==> src/rtl/alu_unit_pkg.sv <==
// Shared defines for the RS / ROB / ALU slice: widths, opcode encodings and the CDB entry layout.
package alu_unit_pkg;

    localparam int DATA_W         = 32;
    localparam int ROB_TAG_W      = 4;
    localparam int OP_W           = 6;
    localparam int FIFO_DEPTH_DEF = 4;

    localparam logic [ROB_TAG_W-1:0] ZERO_ROB_TAG = '0;

    typedef enum logic [OP_W-1:0] {
        OP_NOP   = 6'd0,
        OP_ADD   = 6'd1,
        OP_SUB   = 6'd2,
        OP_AND   = 6'd3,
        OP_OR    = 6'd4,
        OP_XOR   = 6'd5,
        OP_SLL   = 6'd6,
        OP_SRL   = 6'd7,
        OP_SRA   = 6'd8,
        OP_SLT   = 6'd9,
        OP_SLTU  = 6'd10,
        OP_ADDI  = 6'd11,
        OP_ANDI  = 6'd12,
        OP_ORI   = 6'd13,
        OP_XORI  = 6'd14,
        OP_SLLI  = 6'd15,
        OP_SRLI  = 6'd16,
        OP_SRAI  = 6'd17,
        OP_SLTI  = 6'd18,
        OP_SLTIU = 6'd19,
        OP_LUI   = 6'd20,
        OP_AUIPC = 6'd21,
        OP_JAL   = 6'd22,
        OP_JALR  = 6'd23,
        OP_BEQ   = 6'd24,
        OP_BNE   = 6'd25,
        OP_BLT   = 6'd26,
        OP_BGE   = 6'd27,
        OP_BLTU  = 6'd28,
        OP_BGEU  = 6'd29
    } op_e;

    localparam logic [OP_W-1:0] NOP = OP_NOP;

    typedef struct packed {
        logic [ROB_TAG_W-1:0] reorder;
        logic [DATA_W-1:0]    value;
        logic                 jump;
        logic [DATA_W-1:0]    pc_next;
    } cdb_entry_t;

    // I-form opcodes take the immediate in place of operand 2.
    function automatic logic is_imm_op(input logic [OP_W-1:0] op);
        case (op)
            OP_ADDI, OP_ANDI, OP_ORI, OP_XORI, OP_SLLI,
            OP_SRLI, OP_SRAI, OP_SLTI, OP_SLTIU: return 1'b1;
            default:                             return 1'b0;
        endcase
    endfunction

endpackage

==> src/rtl/alu_unit_if.sv <==
// Issue-side and CDB-side bus between the reservation station / arbiter and the ALU unit.
interface alu_unit_if;
    import alu_unit_pkg::*;

    logic [OP_W-1:0]      in_rs_op;
    logic [DATA_W-1:0]    in_rs_value_rs1;
    logic [DATA_W-1:0]    in_rs_value_rs2;
    logic [DATA_W-1:0]    in_rs_imm;
    logic [DATA_W-1:0]    in_rs_pc;
    logic [ROB_TAG_W-1:0] in_rs_reorder;
    logic                 out_rs_full;
    logic                 in_cdb_grant;
    logic                 in_rob_flush;
    logic                 out_cdb_valid;
    logic [ROB_TAG_W-1:0] out_cdb_reorder;
    logic [DATA_W-1:0]    out_cdb_value;
    logic                 out_cdb_jump;
    logic [DATA_W-1:0]    out_cdb_pc_next;

    modport master (
        output in_rs_op, in_rs_value_rs1, in_rs_value_rs2, in_rs_imm, in_rs_pc,
               in_rs_reorder, in_cdb_grant, in_rob_flush,
        input  out_rs_full, out_cdb_valid, out_cdb_reorder, out_cdb_value,
               out_cdb_jump, out_cdb_pc_next
    );

    modport slave (
        input  in_rs_op, in_rs_value_rs1, in_rs_value_rs2, in_rs_imm, in_rs_pc,
               in_rs_reorder, in_cdb_grant, in_rob_flush,
        output out_rs_full, out_cdb_valid, out_cdb_reorder, out_cdb_value,
               out_cdb_jump, out_cdb_pc_next
    );

endinterface

==> src/rtl/alu_unit_core.sv <==
// Purely combinational ALU: produces rd value, jump flag and next pc for one instruction.
module alu_core
    import alu_unit_pkg::*;
(
    input  logic [OP_W-1:0]   op,
    input  logic [DATA_W-1:0] rs1,
    input  logic [DATA_W-1:0] rs2,
    input  logic [DATA_W-1:0] imm,
    input  logic [DATA_W-1:0] pc,
    output logic [DATA_W-1:0] value,
    output logic              jump,
    output logic [DATA_W-1:0] pc_next
);

    logic [DATA_W-1:0] op2;
    logic [DATA_W-1:0] pc_plus4;
    logic [DATA_W-1:0] pc_plus_imm;
    logic [4:0]        shamt;
    logic              eq;
    logic              lt_s;
    logic              lt_u;

    // Branches are never I-forms, so op2 is rs2 whenever the comparators feed a branch.
    assign op2         = is_imm_op(op) ? imm : rs2;
    assign shamt       = op2[4:0];
    assign pc_plus4    = pc + DATA_W'(4);
    assign pc_plus_imm = pc + imm;
    assign eq          = (rs1 == op2);
    assign lt_s        = ($signed(rs1) < $signed(op2));
    assign lt_u        = (rs1 < op2);

    always_comb begin
        value   = '0;
        jump    = 1'b0;
        pc_next = pc_plus4;
        case (op)
            OP_ADD,  OP_ADDI:  value = rs1 + op2;
            OP_SUB:            value = rs1 - op2;
            OP_AND,  OP_ANDI:  value = rs1 & op2;
            OP_OR,   OP_ORI:   value = rs1 | op2;
            OP_XOR,  OP_XORI:  value = rs1 ^ op2;
            OP_SLL,  OP_SLLI:  value = rs1 << shamt;
            OP_SRL,  OP_SRLI:  value = rs1 >> shamt;
            OP_SRA,  OP_SRAI:  value = $unsigned($signed(rs1) >>> shamt);
            OP_SLT,  OP_SLTI:  value = DATA_W'(lt_s);
            OP_SLTU, OP_SLTIU: value = DATA_W'(lt_u);
            OP_LUI:            value = imm;
            OP_AUIPC:          value = pc_plus_imm;
            OP_JAL: begin
                value   = pc_plus4;
                jump    = 1'b1;
                pc_next = pc_plus_imm;
            end
            OP_JALR: begin
                value   = pc_plus4;
                jump    = 1'b1;
                pc_next = (rs1 + imm) & ~DATA_W'(1);
            end
            OP_BEQ: begin
                jump    = eq;
                pc_next = eq ? pc_plus_imm : pc_plus4;
            end
            OP_BNE: begin
                jump    = !eq;
                pc_next = !eq ? pc_plus_imm : pc_plus4;
            end
            OP_BLT: begin
                jump    = lt_s;
                pc_next = lt_s ? pc_plus_imm : pc_plus4;
            end
            OP_BGE: begin
                jump    = !lt_s;
                pc_next = !lt_s ? pc_plus_imm : pc_plus4;
            end
            OP_BLTU: begin
                jump    = lt_u;
                pc_next = lt_u ? pc_plus_imm : pc_plus4;
            end
            OP_BGEU: begin
                jump    = !lt_u;
                pc_next = !lt_u ? pc_plus_imm : pc_plus4;
            end
            default: ;
        endcase
    end

endmodule

==> src/rtl/alu_unit.sv <==
// ALU execution unit: computes issued instructions and queues results in order for the CDB.
module alu_unit
    import alu_unit_pkg::*;
#(
    parameter int FIFO_DEPTH = FIFO_DEPTH_DEF
) (
    input  logic       clk,
    input  logic       rst,
    input  logic       rdy,
    alu_unit_if.slave  bus
);

    localparam int PTR_W = (FIFO_DEPTH > 1) ? $clog2(FIFO_DEPTH) : 1;
    localparam int CNT_W = $clog2(FIFO_DEPTH + 1);

    cdb_entry_t        mem [FIFO_DEPTH];
    cdb_entry_t        result;
    cdb_entry_t        head_entry;
    logic [PTR_W-1:0]  head;
    logic [PTR_W-1:0]  tail;
    logic [CNT_W-1:0]  count;
    logic [CNT_W-1:0]  count_next;
    logic              full_q;
    logic              valid;
    logic              issue;
    logic              pop;
    logic              push;
    logic [DATA_W-1:0] core_value;
    logic              core_jump;
    logic [DATA_W-1:0] core_pc_next;

    alu_core u_core (
        .op      (bus.in_rs_op),
        .rs1     (bus.in_rs_value_rs1),
        .rs2     (bus.in_rs_value_rs2),
        .imm     (bus.in_rs_imm),
        .pc      (bus.in_rs_pc),
        .value   (core_value),
        .jump    (core_jump),
        .pc_next (core_pc_next)
    );

    assign result = '{reorder: bus.in_rs_reorder, value: core_value,
                      jump: core_jump, pc_next: core_pc_next};

    // A push into a full FIFO is only accepted when the head leaves at the same edge.
    assign valid = (count != '0);
    assign issue = (bus.in_rs_op != NOP) && !bus.in_rob_flush;
    assign pop   = valid && bus.in_cdb_grant;
    assign push  = issue && ((count != CNT_W'(FIFO_DEPTH)) || pop);

    always_comb begin
        count_next = count;
        case ({push, pop})
            2'b10:   count_next = count + CNT_W'(1);
            2'b01:   count_next = count - CNT_W'(1);
            default: count_next = count;
        endcase
    end

    always_ff @(posedge clk) begin
        if (!rst) begin
            head   <= '0;
            tail   <= '0;
            count  <= '0;
            full_q <= 1'b0;
        end else if (rdy) begin
            if (bus.in_rob_flush) begin
                head   <= '0;
                tail   <= '0;
                count  <= '0;
                full_q <= 1'b0;
            end else begin
                if (push) tail <= tail + PTR_W'(1);
                if (pop)  head <= head + PTR_W'(1);
                count  <= count_next;
                full_q <= (count_next >= CNT_W'(FIFO_DEPTH - 1));
            end
        end
    end

    always_ff @(posedge clk) begin
        if (rst && rdy && push) mem[tail] <= result;
    end

    // Outputs come straight from the head entry and read as zero while the FIFO is empty.
    assign head_entry          = mem[head];
    assign bus.out_cdb_valid   = valid;
    assign bus.out_cdb_reorder = valid ? head_entry.reorder : ZERO_ROB_TAG;
    assign bus.out_cdb_value   = valid ? head_entry.value   : '0;
    assign bus.out_cdb_jump    = valid && head_entry.jump;
    assign bus.out_cdb_pc_next = valid ? head_entry.pc_next : '0;
    assign bus.out_rs_full     = full_q;

endmodule

==> src/flat_wrapper.sv <==
// flat-port wrapper written by rule: the top's interface ports become plain ports
module alu_unit_flat import alu_unit_pkg::*;
#(
    parameter int FIFO_DEPTH = FIFO_DEPTH_DEF
)
  (clk, rst, rdy, bus_in_rs_op, bus_in_rs_value_rs1, bus_in_rs_value_rs2, bus_in_rs_imm, bus_in_rs_pc, bus_in_rs_reorder, bus_in_cdb_grant, bus_in_rob_flush, bus_out_rs_full, bus_out_cdb_valid, bus_out_cdb_reorder, bus_out_cdb_value, bus_out_cdb_jump, bus_out_cdb_pc_next);
  alu_unit_if bus_i ();
  input  logic clk;
  input  logic rst;
  input  logic rdy;
  input wire logic [$bits(bus_i.in_rs_op)-1:0] bus_in_rs_op;
  input wire logic [$bits(bus_i.in_rs_value_rs1)-1:0] bus_in_rs_value_rs1;
  input wire logic [$bits(bus_i.in_rs_value_rs2)-1:0] bus_in_rs_value_rs2;
  input wire logic [$bits(bus_i.in_rs_imm)-1:0] bus_in_rs_imm;
  input wire logic [$bits(bus_i.in_rs_pc)-1:0] bus_in_rs_pc;
  input wire logic [$bits(bus_i.in_rs_reorder)-1:0] bus_in_rs_reorder;
  input wire logic [$bits(bus_i.in_cdb_grant)-1:0] bus_in_cdb_grant;
  input wire logic [$bits(bus_i.in_rob_flush)-1:0] bus_in_rob_flush;
  output wire logic [$bits(bus_i.out_rs_full)-1:0] bus_out_rs_full;
  output wire logic [$bits(bus_i.out_cdb_valid)-1:0] bus_out_cdb_valid;
  output wire logic [$bits(bus_i.out_cdb_reorder)-1:0] bus_out_cdb_reorder;
  output wire logic [$bits(bus_i.out_cdb_value)-1:0] bus_out_cdb_value;
  output wire logic [$bits(bus_i.out_cdb_jump)-1:0] bus_out_cdb_jump;
  output wire logic [$bits(bus_i.out_cdb_pc_next)-1:0] bus_out_cdb_pc_next;
  assign bus_i.in_rs_op = bus_in_rs_op;
  assign bus_i.in_rs_value_rs1 = bus_in_rs_value_rs1;
  assign bus_i.in_rs_value_rs2 = bus_in_rs_value_rs2;
  assign bus_i.in_rs_imm = bus_in_rs_imm;
  assign bus_i.in_rs_pc = bus_in_rs_pc;
  assign bus_i.in_rs_reorder = bus_in_rs_reorder;
  assign bus_i.in_cdb_grant = bus_in_cdb_grant;
  assign bus_i.in_rob_flush = bus_in_rob_flush;
  assign bus_out_rs_full = bus_i.out_rs_full;
  assign bus_out_cdb_valid = bus_i.out_cdb_valid;
  assign bus_out_cdb_reorder = bus_i.out_cdb_reorder;
  assign bus_out_cdb_value = bus_i.out_cdb_value;
  assign bus_out_cdb_jump = bus_i.out_cdb_jump;
  assign bus_out_cdb_pc_next = bus_i.out_cdb_pc_next;
  alu_unit #(.FIFO_DEPTH(FIFO_DEPTH)) u_core (.clk(clk), .rst(rst), .rdy(rdy), .bus(bus_i));
endmodule
==> config.mk <==
export PLATFORM = sky130hd
export DESIGN_NAME = alu_unit_flat
export DESIGN_NICKNAME = d
export VERILOG_FILES = /design/src/rtl/alu_unit_pkg.sv /design/src/rtl/alu_unit_if.sv /design/src/rtl/alu_unit_core.sv /design/src/rtl/alu_unit.sv /design/src/flat_wrapper.sv
export SDC_FILE = /design/constraint.sdc
export NUM_CORES = 1
export LEC_CHECK = 0
export CAP_MARGIN = 25
export CORE_MARGIN = 3
export CORE_UTILIZATION = 40
export DETAILED_ROUTE_END_ITERATION = 8
export PLACE_DENSITY_LB_ADDON = 0.1
export SYNTH_ARGS = -nofsm -noshare
export SYNTH_HDL_FRONTEND = slang
export SYNTH_SLANG_ARGS = --single-unit
==> constraint.sdc <==
create_clock -name clk -period 6.4 [get_ports clk]
set_clock_uncertainty 0.1 [all_clocks]
set_input_delay 0.64 -clock clk [delete_from_list [all_inputs] [get_ports clk]]
set_output_delay 0.64 -clock clk [all_outputs]
set_load 0.1 [all_outputs]
# Word level (Yosys, flattened, before mapping)
# Memories as Yosys holds them, arrays and structs flattened. A register that Yosys moved wholly into a read port is not among the register bits.
# Cells that the tools add are included.
word_totals:
  word_cells: 109
  ram_bits: 276
  mem_bits_ro: 32
  out_inout_bits: 71
  inputBits: 143
  mem_count: 2
  reg_bits: 8
classes:
  n_addsub: 9
  n_reduce_logical: 27
  muxes: 25
  eq_ne: 33
  n_shift: 3
  order_cmp: 3
  n_bitwise: 3
memory_table:
  columns: ["name", "depth", "width", "read_ports", "rd_clocked_by_memory_dff", "write_ports", "line_no", "source"]
  rows:
  - ["u_core.mem", 4, 69, 1, 1, 1, "alu_unit.sv:16", "cdb_entry_t mem [FIFO_DEPTH];"]
  - ["(name not given)", 32, 1, 1, 0, 0, "alu_unit_pkg.sv:55", "case (op)"]
op_table:
  columns: ["cell", "n"]
  rows:
  - ["$pmux 32 s13", 1]
  - ["$mux 32", 9]
  - ["$pmux 32 s8", 1]
  - ["$add 32x32->32", 3]
  - ["$eq 6x5->1 const B", 14]
  - ["$lt 32x32->1", 2]
  - ["$eq 6x4->1 const B", 8]
  - ["$add 32x3->32 const B", 1]
  - ["$and 32x32->32", 1]
  - ["$eq 32x32->1", 1]
  - ["$or 32x32->32", 1]
  - ["$shl 32x5->32", 1]
  - ["$shr 32x5->32", 1]
  - ["$sshr 32x5->32", 1]
  - ["$sub 32x32->32", 1]
  - ["$xor 32x32->32", 1]
  - ["$eq 6x3->1 const B", 4]
  - ["$reduce_or 2->1", 10]
  - ["$eq 6x2->1 const B", 2]
  - ["$mux 2", 6]
  - ["$pmux 1 s7", 1]
  - ["$eq 6x1->1 const B", 1]
  - ["$logic_and 1x1->1", 6]
  - ["$pmux 3 s2", 1]
  - ["other kinds (16)", 25]

# Longest topological paths before layout
# Gate-level depths: netlist of run 1.
depth:
  ltp_word: 8
  depth_mapped: 21
  depth_no_buf: 17

# Modules after synthesis
# Synthesis of run 1 repeated with hierarchy kept, for this count alone.
hier_totals:
  cells_unflattened: 2764
  area_unflattened_um2: 25458.2
modules_own_cells:
  columns: ["module", "cells_each", "seq_area_each_um2", "instances", "area_each_um2"]
  rows:
  - ["alu_core", 2227, 0.0, 1, 14258.7]
  - ["alu_unit", 537, 8488.1, 1, 11199.5]

# Worst setup path after synthesis of run 1
# No wires, ideal clock.
synth_path:
  path_kind: "input-to-reg"
  startpoint: "input port bus_in_rs_op[2]"
  endpoint: "memory u_core.mem[0][60] in the netlist's numbering (data pin)"
  setup_time_ns: 0.278
  path_stages: 21
  arrival_ns: 5.222
  n_path_buf: 5
  setup_slack_ns: 0.801
  required_time_ns: 6.022
  path_cell_list: "buf_6 or4b_4 o211ai_2 and2_1 clkbuf_1 inv_1 clkbuf_1 clkbuf_1 ha_1 clkbuf_1 o21a_1 o21ai_1 nor4_1 or3_1 a31o_2 a221o_1 a221oi_1 nor2_1 a311oi_1 a31oi_1 or3_1"
synth_via:
  elab_chain_len: 5
  elab_cells_between_ends: 45
  cone_classes: "add/sub: 2; eq/ne: 23; shift: 3; mux: 3; bitwise: 3; reduce/logical: 10; memory: 1"
synth_lines:
  columns: ["element", "line_no", "source"]
  rows:
  - ["start: declaration", "flat_wrapper.sv:11", "input wire logic [$bits(bus_i.in_rs_op)-1:0] bus_in_rs_op;"]
  - ["$mem_v2 32x1", null, null]
  - ["$mux 1", "alu_unit_pkg.sv:55", null]
  - ["$mux 32", "alu_unit_core.sv:24", "assign op2 = is_imm_op(op) ? imm : rs2;"]
  - ["$sub 32x32->32 (tied with other cells)", "alu_unit_core.sv:38", "OP_SUB: value = rs1 - op2;"]
  - ["$pmux 32 s13 (*)", "alu_unit_core.sv:36", "case (op)"]
  - ["via u_core.core_value[27]", "alu_unit.sv:28", "logic [DATA_W-1:0] core_value;"]
  - ["end: declaration", "alu_unit.sv:16", null]
# The timed path passes the listed nets; every way through them passes the cells marked *.

# Worst setup path after layout of run 1
layout_path:
  startpoint: "input port bus_in_rs_op[0]"
  endpoint: "memory u_core.mem[0][24] in the netlist's numbering (data pin)"
layout_via:
  elab_chain_len: 6
  elab_cells_between_ends: 21
  cone_classes: "order compare: 2; eq/ne: 9; mux: 9; memory: 1"
layout_lines:
  columns: ["element", "line_no", "source"]
  rows:
  - ["$mem_v2 32x1", null, null]
  - ["$mux 1", "alu_unit_pkg.sv:55", null]
  - ["$mux 32", "alu_unit_core.sv:24", null]
  - ["$lt 32x32->1 (tied with other cells)", "alu_unit_core.sv:30", "assign lt_u = (rs1 < op2);"]
  - ["$mux 32 (tied with other cells)", "alu_unit_core.sv:81", "pc_next = !lt_u ? pc_plus_imm : pc_plus4;"]
  - ["$pmux 32 s8 (*)", "alu_unit_core.sv:36", null]
  - ["via u_core.core_pc_next[24]", "alu_unit.sv:30", "logic [DATA_W-1:0] core_pc_next;"]
# Marks and branches as above.

==> tab_implementation.tex, run 1 <==
\begin{tabular}{lr}
\hline
Metric & Value \\
\hline
\multicolumn{2}{l}{\textbf{Setup path}} \\
\quad Startpoint of the most critical register-to-register path & u\_core.count[0]\$\_SDFFE\_PN0P\_ \\
\quad Highest fanout seen on the critical path & 28 \\
\quad FF-to-FF End & u\_core.bus.out\_rs\_full\$\_SDFFE\_PN0P\_ \\
\quad Chain of cells forming the critical path & clkdlybuf4s50\_1 > a21o\_1 > a31oi\_4 > buf\_12 > mux2\_2 > inv\_1 > ha\_1 > inv\_1 > a221oi\_1 > nor2\_1 > a31o\_1 > o31ai\_2 > nand3\_1 > xnor2\_1 > a211o\_2 > nor2\_4 > inv\_2 > buf\_4 > o221ai\_1 \\
\quad Worst reg-to-reg path cell count & 10 \\
\quad Cell occurring most often along the worst timing path & sky130\_fd\_sc\_hd\_\_inv\_1 \\
\quad Library cell contributing the largest single delay on the critical path & sky130\_fd\_sc\_hd\_\_clkdlybuf4s50\_1 \\
\quad FF-to-FF setup slack & $\sim$3.3 ns \\
\quad Sort of element at the end of the critical path & flip-flop \\
\quad Crit path buffers/inverters & 6 \\
\quad Cell family with most CP delay & compound AO/OA/AOI/OAI gates \\
\quad Arr. time, crit path & 6.03 ns \\
\quad Worst EP required & around 6.6 ns \\
\quad Peak per-stage delay on the critical path & 0.58 ns \\
\quad Type of the setup path with the least slack & in2reg \\
\quad Critical Path Start Type & input port \\
\multicolumn{2}{l}{\textbf{Synthesis}} \\
\quad Syn. warnings & 0 \\
\quad Synth async-reset ratio & 0\% \\
\quad Yosys cell types & 100 \\
\quad FF+latch count, synth & roughly 290 \\
\quad Simple-gate share of the synthesized area & $\sim$14\% \\
\quad Number of instances in the synthesized netlist & 2625 \\
\quad Synthesized-area fraction occupied by ao, oa, aoi and oai cells & about 22\% \\
\quad Portion of the post-synthesis area used by sequential elements & about a third \\
\quad Total nets after synthesis & approximately 3000 \\
\quad Number of enable-type register cells in the synthesized netlist & between 200 and 300 \\
\quad Primary flip-flop cell chosen by synthesis mapping & sky130\_fd\_sc\_hd\_\_edfxtp\_1 \\
\quad Largest family of logic cells by synthesized area & compound AO/OA/AOI/OAI gates \\
\quad Adder-cell area share of the yosys netlist & between 8 and 9\% \\
\quad Post-synthesis area per instance & between 9 and 10 sq um \\
\quad Post-synthesis instance area & around 25000 sq um \\
\quad Post-synthesis mux area share & 13.11\% \\
\quad Parity-gate share of the synthesized area counting xor and xnor cells & 3.857\% \\
\multicolumn{2}{l}{\textbf{Placed design}} \\
\quad Port-buffer cells & around 210 \\
\quad Post-DP HPWL & 87.66 mm \\
\quad Post-placement setup slack & around 0.14 ns \\
\quad GPL Wtd Cong & between 1 and 1.5 \\
\quad Placed Cells & approximately 3600 \\
\multicolumn{2}{l}{\textbf{Die}} \\
\quad Overall die height & roughly 260 um \\
\quad Std-Cell Core Area & roughly 62000 sq um \\
\quad Standard-cell row count & slightly above 90 \\
\quad Effective utilization at floorplan & between 40\% and 50\% \\
\quad I/O pin count & between 200 and 250 \\
\quad Area enclosed by the die boundary & roughly 66000 sq um \\
\quad Overall die width & $\sim$260 um \\
\multicolumn{2}{l}{\textbf{Routing}} \\
\quad Initial drt markers & 2450 \\
\quad Iteration count of the initial detailed-routing pass & 6 \\
\quad Detailed-route via count & around 24000 \\
\quad Post-detailed-route count of antenna-violating nets & 0 \\
\quad Routed length per instance & between 30 and 40 um \\
\quad Post-DR vias/cell & $\sim$6.4 \\
\quad Remaining DRCs & 0 \\
\quad Total wirelength of the detailed-routed design & between 100 and 150 mm \\
\multicolumn{2}{l}{\textbf{Status}} \\
\quad Status & finished clean \\
\multicolumn{2}{l}{\textbf{Timing}} \\
\quad Fraction of the cycle the final worst path needs & slightly above 90\% \\
\quad Normalized max-slew margin & about 29\% \\
\quad Setup TNS Final & 0 ns \\
\quad Final number of setup-violating endpoints & 0 \\
\quad Final Hold Viols & 0 \\
\quad Worst Max-Slew Pin Slew & 1.056 ns \\
\quad Worst setup margin & 0.5653 ns \\
\quad Top achievable clock speed & approximately 0.17 GHz \\
\quad RSZ-0062 raised after global routing & no \\
\quad Final Slew Violations & 0 \\
\quad Tmin final & a little under 6 ns \\
\multicolumn{2}{l}{\textbf{Clock network}} \\
\quad Buffer levels on the longest clock path & 3 \\
\quad Clock tree from TritonCTS & built \\
\quad Total CTS buffers & 34 \\
\quad Post-CTS Setup Inserts & 0 \\
\quad Count of hold buffers inserted by post-cts repair & 0 \\
\quad CTS sink count & $\sim$290 \\
\quad CTS HTree Levels & 2 \\
\quad Post-cts resize count & 0 \\
\quad Clock slew seen by the registers of the worst setup and hold paths & about 0.06 ns \\
\quad Clk Tree Root Cell & sky130\_fd\_sc\_hd\_\_clkbuf\_16 \\
\quad Clock latency at the later pin of the worst-skew pair & roughly 0.54 ns \\
\multicolumn{2}{l}{\textbf{Final layout}} \\
\quad Commonest non-fill, non-tap cells in the layout & sky130\_fd\_sc\_hd\_\_edfxtp\_1, sky130\_fd\_sc\_hd\_\_clkdlybuf4s50\_1, sky130\_fd\_sc\_hd\_\_nand2\_1, sky130\_fd\_sc\_hd\_\_a21oi\_1, sky130\_fd\_sc\_hd\_\_nor2\_1 \\
\quad Final instance count without filler cells & 3707 \\
\quad Nets & between 3000 and 4000 \\
\quad Area growth from synthesis to layout & 18.26\% \\
\quad Layout cells sized above 1 & between 10\% and 20\% \\
\quad Most common library cell in the layout ignoring fill and taps & sky130\_fd\_sc\_hd\_\_edfxtp\_1 \\
\quad Fillers & about 5900 \\
\multicolumn{2}{l}{\textbf{Pwr}} \\
\quad Peak supply drop & about 200 uV \\
\quad Power Dens Cells & 203.6 nW/um\^{}2 \\
\quad Static power due to leakage & between 10 and 15 nW \\
\multicolumn{2}{l}{\textbf{Global route}} \\
\quad Overflow left after global routing & 0 \\
\quad Via count of the first global-routing pass & 22650 \\
\quad GRT Util Overall & about 33\% \\
\quad Wire length of the first global-routing pass & about 160 mm \\
\quad Antenna violations before repair & 2 \\
\quad Maximum number of pins on one net before global-route repair & 64 \\
\multicolumn{2}{l}{\textbf{Min path}} \\
\quad Hold path endpoint & u\_core.tail[1]\$\_SDFFE\_PN0P\_ \\
\quad Path class of the lowest-slack min-delay path & reg2reg \\
\quad Worst Min Path Start & u\_core.tail[1]\$\_SDFFE\_PN0P\_ \\
\quad Number of stages on the worst hold path & 2 \\
\multicolumn{2}{l}{\textbf{Run}} \\
\quad MaxCap Viol Count & 0 \\
\hline
\end{tabular}
## through the flow
| stage | utilization (%) | area (sq um) | total power, mW | hold slack (ns) |
|---|---|---|---|---|
| floorplan | - | 25200 | 3.447 | 0.4031 |
| global placement | 46.31 | 28740 | 4.221 | 0.4255 |
| detailed placement | 46.32 | 28740 | 4.220 | 0.4414 |
| CTS | 48.01 | 29790 | 6.055 | 0.4497 |
| global route | 48.03 | 29800 | 6.305 | 0.4859 |
| finish | 48.03 | 29800 | 6.067 | 0.4461 |
## synth_stat cells, types with 38 or more instances
cell                         n  share of area (%)
sky130_fd_sc_hd__clkbuf_1  106                1.6
sky130_fd_sc_hd__mux2_2     43                1.9
sky130_fd_sc_hd__nand3_1    44               0.87
sky130_fd_sc_hd__nor2_1    183                2.7
sky130_fd_sc_hd__and2_1     85                2.1
sky130_fd_sc_hd__mux4_2     69                6.2
sky130_fd_sc_hd__xnor2_1    73                2.5
sky130_fd_sc_hd__ha_1      168                8.3
sky130_fd_sc_hd__o21ai_0   132                2.6
sky130_fd_sc_hd__a21o_1     54                1.6
sky130_fd_sc_hd__xor2_1     38                1.3
sky130_fd_sc_hd__edfxtp_1  276                 33
sky130_fd_sc_hd__a21oi_1   192                3.8
sky130_fd_sc_hd__nand2_1   203                3.0
sky130_fd_sc_hd__mux2i_1   125                5.0
sky130_fd_sc_hd__nor3_1     43               0.85
sky130_fd_sc_hd__inv_1     114                1.7
## worst max path at each step
| stage | cells past startpoint | startpoint | endpoint |
|---|---|---|---|
| after floorplan | 21 | bus_in_rs_op[2] | u_core.mem[0][60]$_DFFE_PP_ |
| after global placement | 15 | bus_in_rs_op[0] | u_core.mem[0][54]$_DFFE_PP_ |
| after detailed placement | 19 | bus_in_rs_op[0] | u_core.mem[0][23]$_DFFE_PP_ |
| after CTS | 19 | bus_in_rs_op[0] | u_core.mem[0][23]$_DFFE_PP_ |
| after global routing | 19 | bus_in_rs_op[0] | u_core.mem[0][23]$_DFFE_PP_ |
| final | 19 | bus_in_rs_op[0] | u_core.mem[0][24]$_DFFE_PP_ |
## power breakdown
group	internal [mW]	switching (mW)	total, mW	leakage (nW)
Sequential	2.12	0.00763	2.13	2.60
Clock	1.06	0.763	1.82	0.503
Combinational	0.731	1.39	2.12	8.22
Total	3.91	2.16	6.07	11.3
## sequential cells by signal, summed over array words and instances, names as in the netlist, named ones only
name / flops
u_core.bus.out_rs_full: 1
u_core.count: 3
u_core.head: 2
u_core.mem: 276
u_core.tail: 2
## area by class of cell
type,count,area (sq um),area share [%]
antenna,1,2.502,0.008396
multi-input combinational,2060,15610,52.38
tap,837,1047,3.514
timing repair buffer,342,3144,10.55
clock inverter,13,122.6,0.4114
inverter,119,451.7,1.515
clock buffer,49,928.4,3.115
sequential,286,8496,28.50
## layer usage
layer | vias up | track usage (%) | wire (um) | share of wire [%]
met1 | 11790 | 47.24 | 49400 | 44
met4 | 0 | 9.969 | 3371 | 3.0
met3 | 176 | 6.515 | 10210 | 9.1
met5 | - | 0 | 0 | 0
met2 | 1221 | 49.69 | 48800 | 44
li1 | 10430 | - | - | -
## worst min-delay path: cells and delay by family, from the launching register on
family,cells,cell delay [ns]
DFF,1,0.34
AOI/OAI and AO/OA,1,0.07
and+or+nand+nor,1,0.09
## cell families (layout without fill, tap and decap cells)
group | after synthesis | after routing
and+or+nand+nor | 722 | 722
adders and majority gates | 172 | 172
AOI/OAI and AO/OA | 817 | 817
buffers and inverters | 279 | 523
xor gates and xnor gates | 111 | 111
other | 0 | 1
muxes | 238 | 238
DFF | 286 | 286
Note: power is estimated with default switching activity, not from simulation.
==> run 2, diff against run 1 <==
--- a/config.mk
+++ b/config.mk
@@ -10,6 +10,7 @@
 export CORE_UTILIZATION = 40
 export DETAILED_ROUTE_END_ITERATION = 8
 export PLACE_DENSITY_LB_ADDON = 0.1
+export SLEW_MARGIN = 20
 export SYNTH_ARGS = -nofsm -noshare
 export SYNTH_HDL_FRONTEND = slang
 export SYNTH_SLANG_ARGS = --single-unit
==> run 2 against run 1 <==
  * First-iteration DRC count is 0.90% higher
  * Total power is 0.46% higher
  * Register-to-register slack improved by 0.05 ns
  * Clock power barely moved
  * Fmax is 0.12% higher
  * Sequential power barely moved
  * Via count decreased by 0.83%
  * Worst hold slack got worse by 0.0029 ns
  * Die area did not move
  * Sequential share of layout area barely moved
  * Critical path type unchanged
  * Highest routed layer is now met5
==> tab_implementation.tex, run 2 (synthesis results as in run 1) <==
\begin{tabular}{lr}
\hline
Metric & Value \\
\hline
\multicolumn{2}{l}{\textbf{Timing}} \\
\quad Final number of setup-violating endpoints & 0 (unchanged) \\
\quad Normalized max-slew margin & 29.34\% (-0.074 points) \\
\quad Top achievable clock speed & 0.1716 GHz (+0.12\%) \\
\quad Tmin final & 5.828 ns (-0.006730 ns) \\
\quad Worst setup margin & 0.5720 ns (+0.006730 ns) \\
\quad Hold\_ws & 0.4432 ns (-0.002939 ns) \\
\quad Fraction of the cycle the final worst path needs & 91.06\% (-0.11 points) \\
\quad RSZ-0062 raised after global routing & no \\
\quad Final Slew Violations & 0 (unchanged) \\
\quad Worst Max-Slew Pin Slew & 1.057 ns (+0.001104 ns) \\
\quad Setup TNS Final & 0 ns (unchanged) \\
\quad Final Hold Viols & 0 (unchanged) \\
\multicolumn{2}{l}{\textbf{Clock network}} \\
\quad CTS HTree Levels & 1 (-1) \\
\quad Clock tree from TritonCTS & built \\
\quad CTS sink count & 286 (unchanged) \\
\quad Total CTS buffers & 31 (-8.8\%) \\
\quad Clock latency at the later pin of the worst-skew pair & 0.59 ns (+0.05 ns) \\
\quad Buffer levels on the longest clock path & 3 (unchanged) \\
\quad Post-CTS Setup Inserts & 0 (unchanged) \\
\quad Clk Tree Root Cell & sky130\_fd\_sc\_hd\_\_clkbuf\_16 \\
\quad Count of hold buffers inserted by post-cts repair & 0 (unchanged) \\
\quad Post-cts resize count & 0 (unchanged) \\
\quad Clock slew seen by the registers of the worst setup and hold paths & 0.06 ns (about the same) \\
\multicolumn{2}{l}{\textbf{Final layout}} \\
\quad Layout cells sized above 1 & 12.19\% (-0.079 points) \\
\quad Commonest non-fill, non-tap cells in the layout & sky130\_fd\_sc\_hd\_\_edfxtp\_1, sky130\_fd\_sc\_hd\_\_clkdlybuf4s50\_1, sky130\_fd\_sc\_hd\_\_nand2\_1, sky130\_fd\_sc\_hd\_\_a21oi\_1, sky130\_fd\_sc\_hd\_\_nor2\_1 \\
\quad Layout Utilization & 48.02\% (about the same) \\
\quad Fillers & 5887 (+0.15\%) \\
\quad Final instance count without filler cells & 3701 (-0.16\%) \\
\quad Most common library cell in the layout ignoring fill and taps & sky130\_fd\_sc\_hd\_\_edfxtp\_1 \\
\quad Nets & 3154 (-0.13\%) \\
\quad Area growth from synthesis to layout & 18.24\% (about the same) \\
\quad Post-Layout Inst Area & 29800 sq um (about the same) \\
\quad Max reg flops & 276 (unchanged) \\
\quad Leading registers by flop count & u\_core.mem (276), u\_core.count (3) \\
\quad Register with the most flip-flops & u\_core.mem \\
\multicolumn{2}{l}{\textbf{Routing}} \\
\quad Post-detailed-route count of antenna-violating nets & 0 (unchanged) \\
\quad Remaining DRCs & 0 (unchanged) \\
\quad Iteration count of the initial detailed-routing pass & 7 (+1) \\
\quad Total wirelength of the detailed-routed design & 111.7 mm (about the same) \\
\quad Detailed-route via count & 23420 (-0.83\%) \\
\quad Post-DR vias/cell & 6.329 (-0.67\%) \\
\quad Initial drt markers & 2472 (+0.90\%) \\
\quad Routed length per instance & 30.19 um (+0.11\%) \\
\multicolumn{2}{l}{\textbf{Placed design}} \\
\quad Post-placement setup slack & 0.07530 ns (-0.06823 ns) \\
\quad Post-DP HPWL & 87.75 mm (about the same) \\
\quad Port-buffer cells & 213 (unchanged) \\
\quad Placed Cells & 3642 (-0.027\%) \\
\quad GPL Wtd Cong & 1.021 (unchanged) \\
\quad Placed Instance Area & 28750 sq um (about the same) \\
\multicolumn{2}{l}{\textbf{Die}} \\
\quad Area enclosed by the die boundary & 66050 sq um (unchanged) \\
\quad I/O pin count & 214 (unchanged) \\
\quad Overall die width & 257.0 um (unchanged) \\
\quad Standard-cell row count & 91 (unchanged) \\
\quad Std-Cell Core Area & 62050 sq um (unchanged) \\
\quad Effective utilization at floorplan & 40.61\% (unchanged) \\
\quad Overall die height & 257.0 um (unchanged) \\
\multicolumn{2}{l}{\textbf{Setup path}} \\
\quad Type of the setup path with the least slack & in2reg \\
\quad Library cell contributing the largest single delay on the critical path & sky130\_fd\_sc\_hd\_\_clkdlybuf4s50\_1 \\
\quad Critical Path Start Type & input port \\
\quad Highest fanout seen on the critical path & 28 (unchanged) \\
\quad Peak per-stage delay on the critical path & 0.59 ns (about the same) \\
\quad Sort of element at the end of the critical path & flip-flop \\
\quad FF-to-FF setup slack & 3.35 ns (+0.05 ns) \\
\quad Arr. time, crit path & 6.07 ns (+0.04 ns) \\
\quad Chain of cells forming the critical path & clkdlybuf4s50\_1 > a21o\_1 > a31oi\_4 > buf\_12 > mux2\_2 > inv\_1 > ha\_1 > inv\_1 > a221oi\_1 > nor2\_1 > a31o\_1 > o31ai\_2 > nand3\_1 > xnor2\_1 > a211o\_2 > nor2\_4 > inv\_2 > buf\_4 > o221ai\_1 \\
\quad Worst EP required & 6.64 ns (+0.04 ns) \\
\quad Cell occurring most often along the worst timing path & sky130\_fd\_sc\_hd\_\_inv\_1 \\
\multicolumn{2}{l}{\textbf{Pwr}} \\
\quad Power Dens Cells & 204.5 nW/um\^{}2 (+0.48\%) \\
\quad Peak supply drop & 200.8 uV (+2.4\%) \\
\quad Total power after layout & 6.095 mW (+0.46\%) \\
\quad Static power due to leakage & 11.32 nW (about the same) \\
\multicolumn{2}{l}{\textbf{Global route}} \\
\quad Antenna violations before repair & 7 (+5) \\
\quad Overflow left after global routing & 0 (unchanged) \\
\quad Wire length of the first global-routing pass & 159.4 mm (-0.31\%) \\
\quad GRT Util Overall & 32.65\% (-0.14 points) \\
\quad Via count of the first global-routing pass & 22310 (-1.5\%) \\
\quad Maximum number of pins on one net before global-route repair & 64 (unchanged) \\
\multicolumn{2}{l}{\textbf{Min path}} \\
\quad Path class of the lowest-slack min-delay path & reg2reg \\
\multicolumn{2}{l}{\textbf{Status}} \\
\quad Status & finished clean \\
\multicolumn{2}{l}{\textbf{Run}} \\
\quad MaxCap Viol Count & 0 (unchanged) \\
\hline
\end{tabular}
## run 2: final timing paths
check,endpoint,start,depth (start not counted)
setup / recovery,u_core.mem[3][29]$_DFFE_PP_,bus_in_rs_op[0],19
setup reg to reg,u_core.bus.out_rs_full$_SDFFE_PN0P_,u_core.count[0]$_SDFFE_PN0P_,10
hold / removal,u_core.tail[1]$_SDFFE_PN0P_,u_core.tail[1]$_SDFFE_PN0P_,2
hold reg to reg,u_core.tail[1]$_SDFFE_PN0P_,u_core.tail[1]$_SDFFE_PN0P_,2
## run 2: critical path, delay by kind of cell
family / cells / cell delay, ns
and+or+nand+nor: 3 / 0.70
AOI/OAI and AO/OA: 7 / 2.14
muxes: 1 / 0.38
xor gates and xnor gates: 1 / 0.16
buffers and inverters: 6 / 1.65
adders and majority gates: 1 / 0.34
## run 2: cell type report
class / instances / area, sq um / share of cell area (%)
flip-flops and latches: 286 / 8496 / 28.51
clock buffers: 37 / 798.3 / 2.679
well taps: 837 / 1047 / 3.514
inverters: 119 / 451.7 / 1.516
clock inverters: 20 / 246.5 / 0.8271
diodes: 1 / 2.502 / 0.008397
repair buffers: 341 / 3139 / 10.53
multi-input cells: 2060 / 15620 / 52.41
## run 2: per-layer routing
metal,track usage [%],up-vias,wire (um)
li1,-,10430,-
met1,46.98,11670,49060
met2,50.52,1162,49280
met3,6.338,154,10120
met4,8.079,8,3045
met5,0,-,214
## run 2: power breakdown
part           leakage [nW]  total [mW]  switching (mW)  internal [mW]
combinational          8.21        2.12            1.39          0.730
sequential             2.60        2.13         0.00771           2.12
clock                 0.507        1.85           0.731           1.12
total                  11.3        6.09            2.12           3.97
